===== config.mk =====
export PLATFORM = sky130hd
export DESIGN_NAME = plate_generator
export DESIGN_NICKNAME = d
export VERILOG_FILES = /design/src/rtl/plate_generator.sv
export SDC_FILE = /design/constraint.sdc
export NUM_CORES = 1
export LEC_CHECK = 0
export CORE_ASPECT_RATIO = 0.9
export CORE_MARGIN = 2
export CORE_UTILIZATION = 51
export CTS_CLUSTER_DIAMETER = 50
export DETAILED_ROUTE_END_ITERATION = 8
export PLACE_DENSITY = 0.87
export SETUP_SLACK_MARGIN = 0.5
export SLEW_MARGIN = 25
export SYNTH_ARGS = -nofsm -noshare
export SYNTH_HDL_FRONTEND = slang
export SYNTH_SLANG_ARGS = --single-unit
export TNS_END_PERCENT = 10

===== constraint.sdc =====
create_clock -name clk -period 3.3 [get_ports clk]
set_input_delay 0.495 -clock clk [delete_from_list [all_inputs] [get_ports clk]]
set_output_delay 0.495 -clock clk [all_outputs]
set_load 0.005 [all_outputs]

===== src/rtl/plate_generator.sv =====
// rtl/plate_generator.sv - seeded licence-plate sequence generator with valid/ready output
// Plate m0..m5 (m0 most significant); letters are symbols >= 4'hA, digits <= 4'h9.
module plate_generator #(
  parameter bit WRAP = 1'b0
) (
  input  logic       clk,
  input  logic       rst_n,
  input  logic       load,
  input  logic [3:0] seed0,
  input  logic [3:0] seed1,
  input  logic [3:0] seed2,
  input  logic [3:0] seed3,
  input  logic [3:0] seed4,
  input  logic [3:0] seed5,
  input  logic       stop,
  input  logic       out_ready,
  output logic [3:0] m0,
  output logic [3:0] m1,
  output logic [3:0] m2,
  output logic [3:0] m3,
  output logic [3:0] m4,
  output logic [3:0] m5,
  output logic       out_valid,
  output logic       done,
  output logic       err
);

  typedef enum logic [1:0] {IDLE, RUN, DONE} state_t;

  state_t          state_q, state_d;
  logic [5:0][3:0] m_q, m_d;
  logic            err_q, err_d;
  logic [5:0][3:0] seed;
  logic [5:0][3:0] nxt;
  logic            carry;
  logic            seed_ok;
  logic            last;
  logic [2:0]      fmt;
  logic [2:0]      fmt_next;

  function automatic logic is_letter(input logic [3:0] s);
    return s >= 4'hA;
  endfunction

  assign seed = {seed5, seed4, seed3, seed2, seed1, seed0};

  always_comb begin
    seed_ok = 1'b1;
    for (int k = 0; k < 3; k++) begin
      if (is_letter(seed[2*k]) != is_letter(seed[2*k+1])) seed_ok = 1'b0;
    end
    if (is_letter(seed[0]) && is_letter(seed[2]) && is_letter(seed[4])) seed_ok = 1'b0;
  end

  // Ripple increment from m5 toward m0; a carry out of m0 moves to the next format.
  always_comb begin
    nxt      = m_q;
    carry    = 1'b1;
    fmt      = {is_letter(m_q[0]), is_letter(m_q[2]), is_letter(m_q[4])};
    fmt_next = fmt + 3'd1;
    for (int i = 5; i >= 0; i--) begin
      if (carry) begin
        if (is_letter(m_q[i])) begin
          if (m_q[i] == 4'hF) nxt[i] = 4'hA;
          else begin
            nxt[i] = m_q[i] + 4'd1;
            carry  = 1'b0;
          end
        end else begin
          if (m_q[i] == 4'h9) nxt[i] = 4'h0;
          else begin
            nxt[i] = m_q[i] + 4'd1;
            carry  = 1'b0;
          end
        end
      end
    end
    if (carry) begin
      for (int k = 0; k < 3; k++) begin
        nxt[2*k]   = fmt_next[2-k] ? 4'hA : 4'h0;
        nxt[2*k+1] = fmt_next[2-k] ? 4'hA : 4'h0;
      end
    end
    last = carry && (fmt == 3'd6);
    if (last) nxt = '0;
  end

  always_comb begin
    state_d = state_q;
    m_d     = m_q;
    err_d   = err_q;
    if (stop) begin
      state_d = IDLE;
    end else begin
      case (state_q)
        IDLE, DONE: begin
          if (load) begin
            if (seed_ok) begin
              m_d     = seed;
              err_d   = 1'b0;
              state_d = RUN;
            end else begin
              err_d   = 1'b1;
              state_d = IDLE;
            end
          end
        end
        RUN: begin
          if (out_ready) begin
            if (last && !WRAP) state_d = DONE;
            else               m_d     = nxt;
          end
        end
        default: state_d = IDLE;
      endcase
    end
  end

  always_ff @(posedge clk or negedge rst_n) begin
    if (!rst_n) begin
      state_q <= IDLE;
      m_q     <= '0;
      err_q   <= 1'b0;
    end else begin
      state_q <= state_d;
      m_q     <= m_d;
      err_q   <= err_d;
    end
  end

  assign {m5, m4, m3, m2, m1, m0} = m_q;
  assign out_valid = (state_q == RUN);
  assign done      = (state_q == DONE);
  assign err       = err_q;

endmodule


### After elaboration in Yosys (flattened, before gate mapping)

Index checks and enable logic that the tools add are counted.

* flip-flop bits (word level): 27
* bits in latches: 0
* RAM bits: 0
* ROM bits: 0
* bits of input ports: 29
* output and inout bits: 27
* logic and storage cells: 138
* memories kept: 0

* add/subtract/negate cells: 7
* multipliers: 0
* divide/modulo/power cells: 0
* order comparisons: 12
* equal/unequal tests: 30
* shifts and indexed selects: 0
* multiplexer cells: 66
* bitwise gates (word level): 1
* reductions and logical operators: 14

Operators with widths (count)
* 24-bit 2-to-1 mux: 5
* 4-bit 2-to-1 mux: 26
* 4-bit equality test (second input constant): 12
* 4-bit greater-or-equal comparator (second input constant): 12
* 24-bit case mux with 2 select lines: 1
* 7-bit AND reduction: 5
* 1-bit 2-to-1 mux: 29
* 4-bit by 1-bit adder with 4-bit output (second input constant): 6
* 3-bit by 1-bit inequality test with 1-bit output (second input constant): 5
* 2-bit 2-to-1 mux: 4
* 2-bit inequality test (second input constant): 4
* 3-bit inequality test (second input constant): 2
* 3-bit AND reduction: 2
* 6-bit AND reduction: 1
* 2-bit case mux with 2 select lines: 1
* 3-bit by 1-bit adder with 3-bit output (second input constant): 1
* 3-bit equality test (second input constant): 1
* 1-bit logical AND: 3
* 1-bit inequality test: 3
* 3-bit by 2-bit inequality test with 1-bit output (second input constant): 1
* 2-bit by 1-bit equality test with 1-bit output (second input constant): 1
* 2-bit equality test (second input constant): 1
* 2-bit logical NOT: 1
* 2-bit nonzero test: 1
* other kinds (2): 2

### Longest topological paths before layout

Gate-level depths: netlist of run 1.

* depth after elaboration: 13
* mapped depth: 11
* depth with buffers taken out: 10

### Worst setup path after synthesis of run 1

No wires, ideal clock.

* kind: register to register
* start point: register m_q, in the netlist m0[0]
* end point: register m_q, in the netlist m3[1]
* setup time: 0.125 ns
* arrival time: 2.289 ns
* data required time: 3.175 ns
* slack: 0.887 ns
* cell stages (with the launch flop): 9
* path buffers: 0
* period minus slack after synthesis: 2.413 ns
* cell sequence: dfrtp_1 -> inv_1 -> ha_1 -> or4b_1 -> a21oi_1 -> and2_1 -> nand4_4 -> o211ai_2 -> mux2_2

* word-level cells in the longest chain between the ends: 8
* elaborated cells on any way between the ends: 16
* classes of those cells: order compare: 1; eq/ne: 5; mux: 8; reduce/logical: 2

RTL lines
* start: declaration: line 31 `logic [5:0][3:0] m_q, m_d;`
* start signal: assignment: line 126 `m_q <= m_d;`
* parallel branches: the longest is 8 deep, another holds 4-bit greater-or-equal comparator

Parallel ways; which one is timed is not known. The select of a mux whose other input is x is not followed.
A chain may end at the register's enable or synchronous reset.

### Final worst setup path of run 1

* start point: input seed4[2]
* end point: register m_q, in the netlist m2[1]

* word-level cells in the longest chain between the ends: 6
* elaborated cells on any way between the ends: 7
* classes of those cells: order compare: 1; eq/ne: 2; mux: 2; reduce/logical: 2

RTL lines
* start: declaration: line 13 `input logic [3:0] seed4,`
* 4-bit greater-or-equal comparator (*): line 42 `return s >= 4'hA;`
* 1-bit inequality test: line 50 `if (is_letter(seed[2*k]) != is_letter(seed[2*k+1])) seed_ok = 1'b0;`
* 1-bit 2-to-1 mux: line 50
* 1-bit 2-to-1 mux (*): line 52 `if (is_letter(seed[0]) && is_letter(seed[2]) && is_letter(seed[4])) seed_ok = 1'b0;`
* 2-bit inequality test (no line) (*)
* 7-bit AND reduction (no line) (*)

Every way passes the cells marked *; elsewhere a longest branch is shown, timed or not.

==> results of run 1 <==
## power breakdown
group	switching, mW	internal [mW]	leakage, nW
Clock	0.109	0.0867	0.0228
Combinational	0.505	0.610	0.950
Sequential	0.261	0.466	0.328
## synth_stat cells, types with 3 or more instances
cell and n:
a211oi_1 3, a21boi_0 3, a21oi_1 17, a22oi_1 3, a31oi_1 6, a32o_1 4
and2_1 7, and3_1 3, buf_2 3, clkbuf_1 8, dfrtp_1 27, ha_1 20
inv_1 21, mux2i_1 6, nand2_1 24, nand2b_1 7, nand3_1 14, nand4_1 4
nor2_1 15, nor3_1 9, nor4b_1 3, o211ai_1 6, o21a_1 5, o21ai_0 19
o21ai_1 3, o311ai_0 3, o31ai_1 8
## per-stage QoR
stage	setup WS [ps]	cell area, um^2
2_1_floorplan	887	2460
3_5_place_dp	321	3060
5_1_grt	441	3110
6_report	549	3110
4_1_cts	536	3100
3_3_place_gp	448	3060
## worst max-delay path, delay by kind of cell
family | cells | cell delay, ps
buffers and inverters | 1 | 460
AND/OR/NAND/NOR | 2 | 700
AO/OA/AOI/OAI | 4 | 1310
## registers in the layout (all words and copies together) (netlist names)
signal,count
err,1
m1,4
state_q,2
m2,4
m5,4
m0,4
m3,4
m4,4
## kinds of logic (layout without fill, tap and decap cells)
logic type | count (synthesis) | after routing | share of synthesized area [%]
multiplexers | 8 | 8 | 3.36
XOR/XNOR | 4 | 4 | 1.42
AND/OR/NAND/NOR | 101 | 101 | 23.5
adder cells (fa/ha/maj) | 20 | 20 | 10.2
buffers and inverters | 37 | 88 | 6.71
flip-flops | 27 | 27 | 27.5
AO/OA/AOI/OAI | 99 | 99 | 27.3
## per-layer routing
layer | global-route usage (%) | up-vias | part of all wire, % | wire, um
li1 | - | 1201 | - | -
met5 | 0 | - | 0 | 0
met3 | 3.23 | 16 | 8.2 | 541
met2 | 40.3 | 130 | 46 | 3040
met1 | 35.0 | 1213 | 44 | 2950
met4 | 6.15 | 0 | 1.5 | 100
## path summary, 6_finish.rpt
path,end,slack [ps]
worst max-delay path,m2[1],550
worst min-delay path,err,550
worst max register to register,m2[1],590
worst min register to register,err,550
max in group asynchronous,m3[2],2420
min in group asynchronous,m5[1],600
## area by class of cell
type,instances,area (um^2),share of cell area [%]
inverters,22,82.6,2.65
well taps,62,77.6,2.49
flip-flops and latches,27,676,21.7
multi-input cells,232,1630,52.4
clock buffers,4,45.0,1.45
repair buffers,62,603,19.4
## what timing repair did
| item | CTS | global route |
|---|---|---|
| gates resized for setup | 1 | 3 |
| pin swaps | 0 | 0 |
| cloned | 0 | 0 |
| setup endpoints to repair | 7 | 20 |
==> impl_metrics.yaml, run 1 <==
global_routing:
  grt_pass1_vias: 2392
  track_usage_pct: 24.8
  grt_overflow: 0
  antenna_found_initial: 0
  grt_pass1_wl_um: 11000
  grt_max_degree: 42
timing:
  tightest_slew_ps: 802
  setup_viol: 0
  max_freq_mhz: 363
  relSlewSlack_pct: 46.0
  hold_viol_final: 0
  rsz0062_at_grt: "true"
  finalCritPeriodShare_pct: 83.4
  whs_ps: 545
  clock_skew_ps: 4.84
  finalCriticalPeriod_ps: 2750
  tns_ps: 0
  slew_violations: 0
setup_path:
  reg2reg_depth: 9
  cp_max_fo: 10
  worst_setup_path_start_kind: "input pin"
  required_ps: 3510
  startpoint: "seed4[2]"
  crit_arrival_ps: 2970
  crit_chain: "clkdlybuf4s50_1 -> o21a_1 -> or2_2 -> a211oi_1 -> o21a_1 -> and2_1 -> a32o_1"
  path_class: "in2reg"
  cpMostUsedCell: "o21a_1"
  r2r_start: "m5[0]"
  cpMaxStageDelayCell: "clkdlybuf4s50_1"
  critPathMaxStageDelay_ps: 460
  cp-end-kind: "flop"
floorplanning:
  die_h_um: 69.9
  num_rows: 23
  die_x_um: 77.2
  start_util_pct: 54.1
  die-area_um2: 5400
  core-area_um2: 4550
  ios: 56
clock_network:
  cts_sinks: 27
  cts_made_buffers: 3
  tritoncts: "built"
  postCtsHoldBufs: 0
  post-cts-setup-buffers: 0
  clock-root-buffer: "clkbuf_8"
  htreeDepth: 1
  cts.clk_slew.worst_paths_ps: 90
  clock_latency_ps: 280
  cts_buffer_depth: 2
final_layout:
  stdcell_count: 409
  nets: 397
  area_growth_pct: 26.6
  drive_gt1_share_pct: 7.49
  post-route-util_pct: 68.5
  final_common_cell: "clkdlybuf4s50_1"
  antenna_cells: 0
  nFillCells: 407
  final_cell_mix: "clkdlybuf4s50_1 (55), dfrtp_1 (27), nand2_1 (24)"
synthesis:
  async_flop_share_pct: 100
  yosysTopAreaCell: "dfrtp_1"
  ys_types: 59
  synth_seq_cells: 27
  synth_top_flop_cell: "dfrtp_1"
  synth_top_area_share_pct: 27.5
  ys_seq_area_share_pct: 27.5
  syn_area_um2: 2460
  synth_fp_nets: 345
  synth_area_leaders: "dfrtp_1 (27%), ha_1 (10%), o21ai_0 (3.9%)"
  synth_edf_count: 0
  yosysWarnings: 0
  syn_area_per_cell_um2: 8.31
  syn_inst: 296
flow_run:
  drv_cap: 0
pwr:
  p_leak_nw: 1.30
  max-vdd-ir-drop_uv: 404
  p_total_mw: 2.04
  p_per_area_nw_per_um2: 654
worst_hold_path:
  hold_path_depth: 2
  hold_path_class: "reg2reg"
  holdCritStartpoint: "err"
placement:
  place_congestion: 0.881
  dp_hpwl_um: 4880
  portBuffers: 55
  place_inst: 405
detailed_routing:
  ant_nets: 0
  postRouteWirelength_um: 6630
  via_per_inst: 6.26
  routedWlPerCell_um: 16.2
  post-route-drc-count: 0
  first_iter_violations: 205
  first_pass_iters: 5
  dr_total_vias: 2560
status:
  status: "finished clean"
Note: power is estimated with default switching activity, not from simulation.
==> run 2: changes to the inputs <==
--- a/config.mk
+++ b/config.mk
@@ -7,10 +7,10 @@
 export LEC_CHECK = 0
 export CORE_ASPECT_RATIO = 0.9
 export CORE_MARGIN = 2
-export CORE_UTILIZATION = 51
+export CORE_UTILIZATION = 46
 export CTS_CLUSTER_DIAMETER = 50
 export DETAILED_ROUTE_END_ITERATION = 8
-export PLACE_DENSITY = 0.87
+export PLACE_DENSITY = 0.83
 export SETUP_SLACK_MARGIN = 0.5
 export SLEW_MARGIN = 25
 export SYNTH_ARGS = -nofsm -noshare
==> constraint.sdc (replaced) <==
create_clock -name clk -period 2.25 [get_ports clk]
set_input_delay 0.3375 -clock clk [delete_from_list [all_inputs] [get_ports clk]]
set_output_delay 0.3375 -clock clk [all_outputs]
set_load 0.005 [all_outputs]
==> impl_metrics.yaml, run 2 (synthesized netlist as in run 1, its figures left out) <==
pwr:
  p_leak_nw: 1.75
  max-vdd-ir-drop_uv: 629
  p_per_area_nw_per_um2: 971
global_routing:
  grt_util_met2_pct: 47.8
  antenna_found_initial: 0
  globalRouteMet3Util_pct: 3.19
  track_usage_pct: 27.7
  grt-busiest-layer: "met2"
  grt_max_degree: 42
  use_met1_pct: 37.1
  grt_pass1_wl_um: 13000
  grt_pass1_vias: 2861
  grt_overflow: 0
placement:
  place_congestion: 0.928
  place_inst: 481
  dp_hpwl_um: 5880
  portBuffers: 55
  dp_slack_ps: -376
detailed_routing:
  postRouteWirelength_um: 8680
  post-route-drc-count: 0
  ant_nets: 0
  first_pass_iters: 5
  first_iter_violations: 251
  via_per_inst: 5.98
  routedWlPerCell_um: 17.5
  dr_total_vias: 2958
setup_path:
  crit_buf_inv: 3
  regToRegSetupSlack_ps: -170
  crit_arrival_ps: 2580
  cpMaxStageDelayCell: "dfrtp_2"
  critPathMaxStageDelay_ps: 480
  cp-end-kind: "flop"
  path_class: "reg2reg"
  path_depth: 10
  cp_max_fo: 5
  crit_chain: "inv_2 -> ha_4 -> nor4b_4 -> o21ai_2 -> nor4_4 -> buf_6 -> a31oi_2 -> buf_4 -> o21ai_0 -> o31ai_1"
  worst_setup_path_start_kind: "flop"
  required_ps: 2410
  critPathTopFamily: "simple AND/OR/NAND/NOR gates"
  r2r_start: "m3[1]"
  rr_endpoint: "m0[1]"
  reg2reg_depth: 10
floorplanning:
  ios: 56
  num_rows: 25
  start_util_pct: 47.4
  core-area_um2: 5190
  die_h_um: 73.4
  die-area_um2: 5950
  die_x_um: 81.1
final_layout:
  stdcell_count: 495
  seq_area_um2: 679
  final_cell_mix: "buf_4 (85), clkdlybuf4s50_1 (53), nand2_1 (24), dfrtp_1 (24), inv_1 (18)"
  nFillCells: 347
  nets: 478
  multiInputGateArea_um2: 1800
  area_growth_pct: 59.7
  post-route-util_pct: 75.6
  drive_gt1_share_pct: 32.0
  antenna_cells: 0
  final_common_cell: "buf_4"
worst_hold_path:
  hold_path_class: "in2async"
timing:
  finalCritPeriodShare_pct: 108
  max_freq_mhz: 413
  finalCriticalPeriod_ps: 2420
  hold_viol_final: 0
  relSlewSlack_pct: 67.2
  clock_skew_ps: 4.98
  fin_ws_ps: -170
  setup_viol: 23
  slew_violations: 0
  whs_ps: 437
  rsz0062_at_grt: "true"
  tightest_slew_ps: 486
clock_network:
  postCtsHoldBufs: 0
  htreeDepth: 1
  cts_made_buffers: 3
  cts_sinks: 27
  clock-root-buffer: "clkbuf_8"
  cts.clk_slew.worst_paths_ps: 100
  tritoncts: "built"
  cts_buffer_depth: 2
  clock_latency_ps: 280
status:
  violations: "setup timing"
  status: "finished with violations"
flow_run:
  drv_cap: 0
-- run 2: worst register-to-register path, delay by kind of cell (launching register included) --
family,cells,cell delay [ps]
and+or+nand+nor,2,620
AOI/OAI and AO/OA,4,600
DFF,1,480
buffers and inverters,3,480
adders and majority gates,1,130
-- run 2: final cells by class --
cell class,instances,share of cell area [%]
timing repair buffer,143,31.4
inverter,22,2.10
sequential,27,17.3
tap,67,2.13
clock buffer,4,1.15
multi-input combinational,232,45.9
-- run 2: worst max-delay path by stage --
stage	startpoint	to	slack [ps]
detailed placement	seed4[2]	m4[3]	-380
global route	m3[1]	m0[1]	-310
finish	m3[1]	m0[1]	-170
CTS	m5[1]	m3[1]	-90
global placement	seed4[2]	m4[1]	-250
floorplan	m0[0]	m2[1]	-40
-- run 2: stage by stage --
stage | power (mW) | cell area, um^2 | setup TNS [ps]
after CTS | 3.65 | 3820 | -1180
after detailed placement | 3.27 | 3650 | -6870
after global placement | 3.17 | 3650 | -4600
after floorplan | 2.00 | 2520 | -222
final | 3.81 | 3930 | -1890
after global routing | 4.07 | 3930 | -4710
-- run 2: where the power goes --
group          switching [mW]  internal [mW]
Clock                   0.165          0.127
Combinational            1.11           1.43
Sequential              0.296          0.690
Total                    1.57           2.24
-- run 2: repair_timing --
action                     CTS  global route
setup buffers                8             2
setup endpoints to repair   29            31
pin swaps                   10            10
gates resized for setup     23            23
-- run 2: routing by layer --
metal,part of all wire [%],wire length [um]
met3,5.7,496
met5,0,0
met2,50,4300
met4,2.1,179
met1,43,3700
==> RTL edit, RTL diff (settings of run 2) <==
Change the parameter `WRAP` from 1'b0 to 1'b1.
--- a/src/rtl/plate_generator.sv
+++ b/src/rtl/plate_generator.sv
@@ -2,5 +2,5 @@
 // Plate m0..m5 (m0 most significant); letters are symbols >= 4'hA, digits <= 4'h9.
 module plate_generator #(
-  parameter bit WRAP = 1'b0
+  parameter bit WRAP = 1'b1
 ) (
   input  logic       clk,
Check against the original RTL: not equivalent (a bounded check fails within 4 cycles, from zero or initial values and one cycle with rst_n low).
==> RTL edit against run 2 <==
- the flow still finishes with violations (negative setup slack)
- synthesized cell count decreased by 0.68%
- area after synthesis up 0.15%
- count of clock-buffer cells in the layout did not move
- routed wire length grew 4.2%
- sequential cell count fell by 1
- design area rose by 0.99%
- worst setup slack lost 0.030 ns
- critical path depth shrank 1
- power up 0.62%
- sequential share of layout area shrank 0.83 points
- via count up 2.8%
- final cell count decreased by 0.20%
- largest power group unchanged
==> RTL edit: results (changes against run 2) <==
metric;value;unit;change
cp_slowest_cell;dfrtp_1;;was dfrtp_2
seq_area_share;16.5;%;was 17.3%
tightest_slew;0.645;ns;was 0.486 ns
setup_viol;17;;was 23
setup-tns-final;-1.07;ns;was -1.89 ns
wirelength_met1;3.42;mm;was 3.70 mm
drt_iter0_drc;229;;was 251
grt_max_degree;27;;was 42
fin_util;75.9;%;was 75.6%
grt_usage;27.9;%;was 27.7%
grtUsageMet2;48.8;%;was 47.8%
syn-num-nets;343;;was 345
p_leak;1.70;nW;was 1.75 nW
timing.rr.start;m3[0];;was m3[1]
rr_endpoint;m2[3];;was m0[1]
sequentialPower;960;µW;was 985 µW
reg2regPathDepth;9;;was 10
cts_setup_buffers;1;;was 8
synth_cell_types;67;;was 59
design.seq.count;26;;was 27
setup_slack;-0.200;ns;was -0.170 ns
max_stage_delay;0.40;ns;was 0.48 ns
p_sw_share;42.9;%;was 41.2%
grt_pass1_wl;13.0;mm;about the same
cp_max_fo;4;;was 5
nets;477;;was 478
async_flop_share;100;%;unchanged
multi_input_area_share;47.9;%;was 45.9%
instances_no_fill;494;;was 495
status;finished with violations;;unchanged
fillCellCount;356;;was 347
port_buffers;54;;was 55
use_met1;34.6;%;was 37.1%
synthTopCellsByArea;dfrtp_1 (26%), ha_1 (10%), nand2_1 (4.7%);;was dfrtp_1 (27%), ha_1 (10%), o21ai_0 (3.9%)
inverters;21;;was 22
hpwl;6.03;mm;was 5.88 mm
synth_cells;294;;was 296
multi_input_gates;236;;was 232
hold_slack;0.412;ns;was 0.437 ns
buffers;140;;was 143
place_area;0.00361;mm²;was 0.00365 mm²
wl_met3;738;µm;was 496 µm
cts_resized;30;;was 23
clk_share;1.39;%;was 1.15%
final_hold_viol_count;0;;unchanged
switchingPower;1.65;mW;was 1.57 mW
violations;negative setup slack;;unchanged
viasPerCell;6.16;;was 5.98
synth_common_cells;nand2_1 (31), dfrtp_1 (26), nor2_1 (22);;was dfrtp_1 (27), nand2_1 (24), inv_1 (21)
clock_power;333;µW;was 293 µW
place_congestion;0.884;;was 0.928
yosysSeqAreaShare;26.4;%;was 27.5%
drive_above_1_share;34.9;%;was 32.0%
buffer_area_share;30.2;%;was 31.4%
finalClockSkew;0.00421;ns;was 0.00498 ns
met2_length;4.50;mm;was 4.30 mm
dp_slack;-0.226;ns;was -0.376 ns
worstPathArrival;2.64;ns;was 2.58 ns
grt_pass1_vias;2881;;was 2861
[RTL edit: cell count changes after synthesis, sizes merged, moves of 5 or more]
| cell | change |
|---|---|
| nand2 | +7 |
| o31ai | -5 |
| nor2 | +7 |
| mux2i | -5 |
| nand3 | -5 |
| a21oi | +5 |
[RTL edit: kinds of logic (layout without fill, tap and decap cells)]
family                     count (synthesis)  after routing  synth area share [%]
AOI/OAI and AO/OA                        104            104                  31.4
xor gates and xnor gates                   2              2                 0.711
adders and majority gates                 20             20                  10.2
buffers and inverters                     32            165                  5.23
DFF                                       26             26                  26.4
muxes                                      5              5                  2.23
other                                      1              1                 0.152
and+or+nand+nor                          104            104                  23.7
[RTL edit: how the worst max path moves through the flow]
stage	from	end	slack, ns	cells past startpoint
finish	m3[0]	m2[3]	-0.20	9
detailed placement	seed4[2]	m2[2]	-0.23	8
CTS	m3[1]	m0[2]	-0.05	10
floorplan	m0[0]	m3[1]	0.05	8
global route	m4[1]	m0[3]	-0.21	10
global placement	seed4[2]	m2[2]	-0.21	8
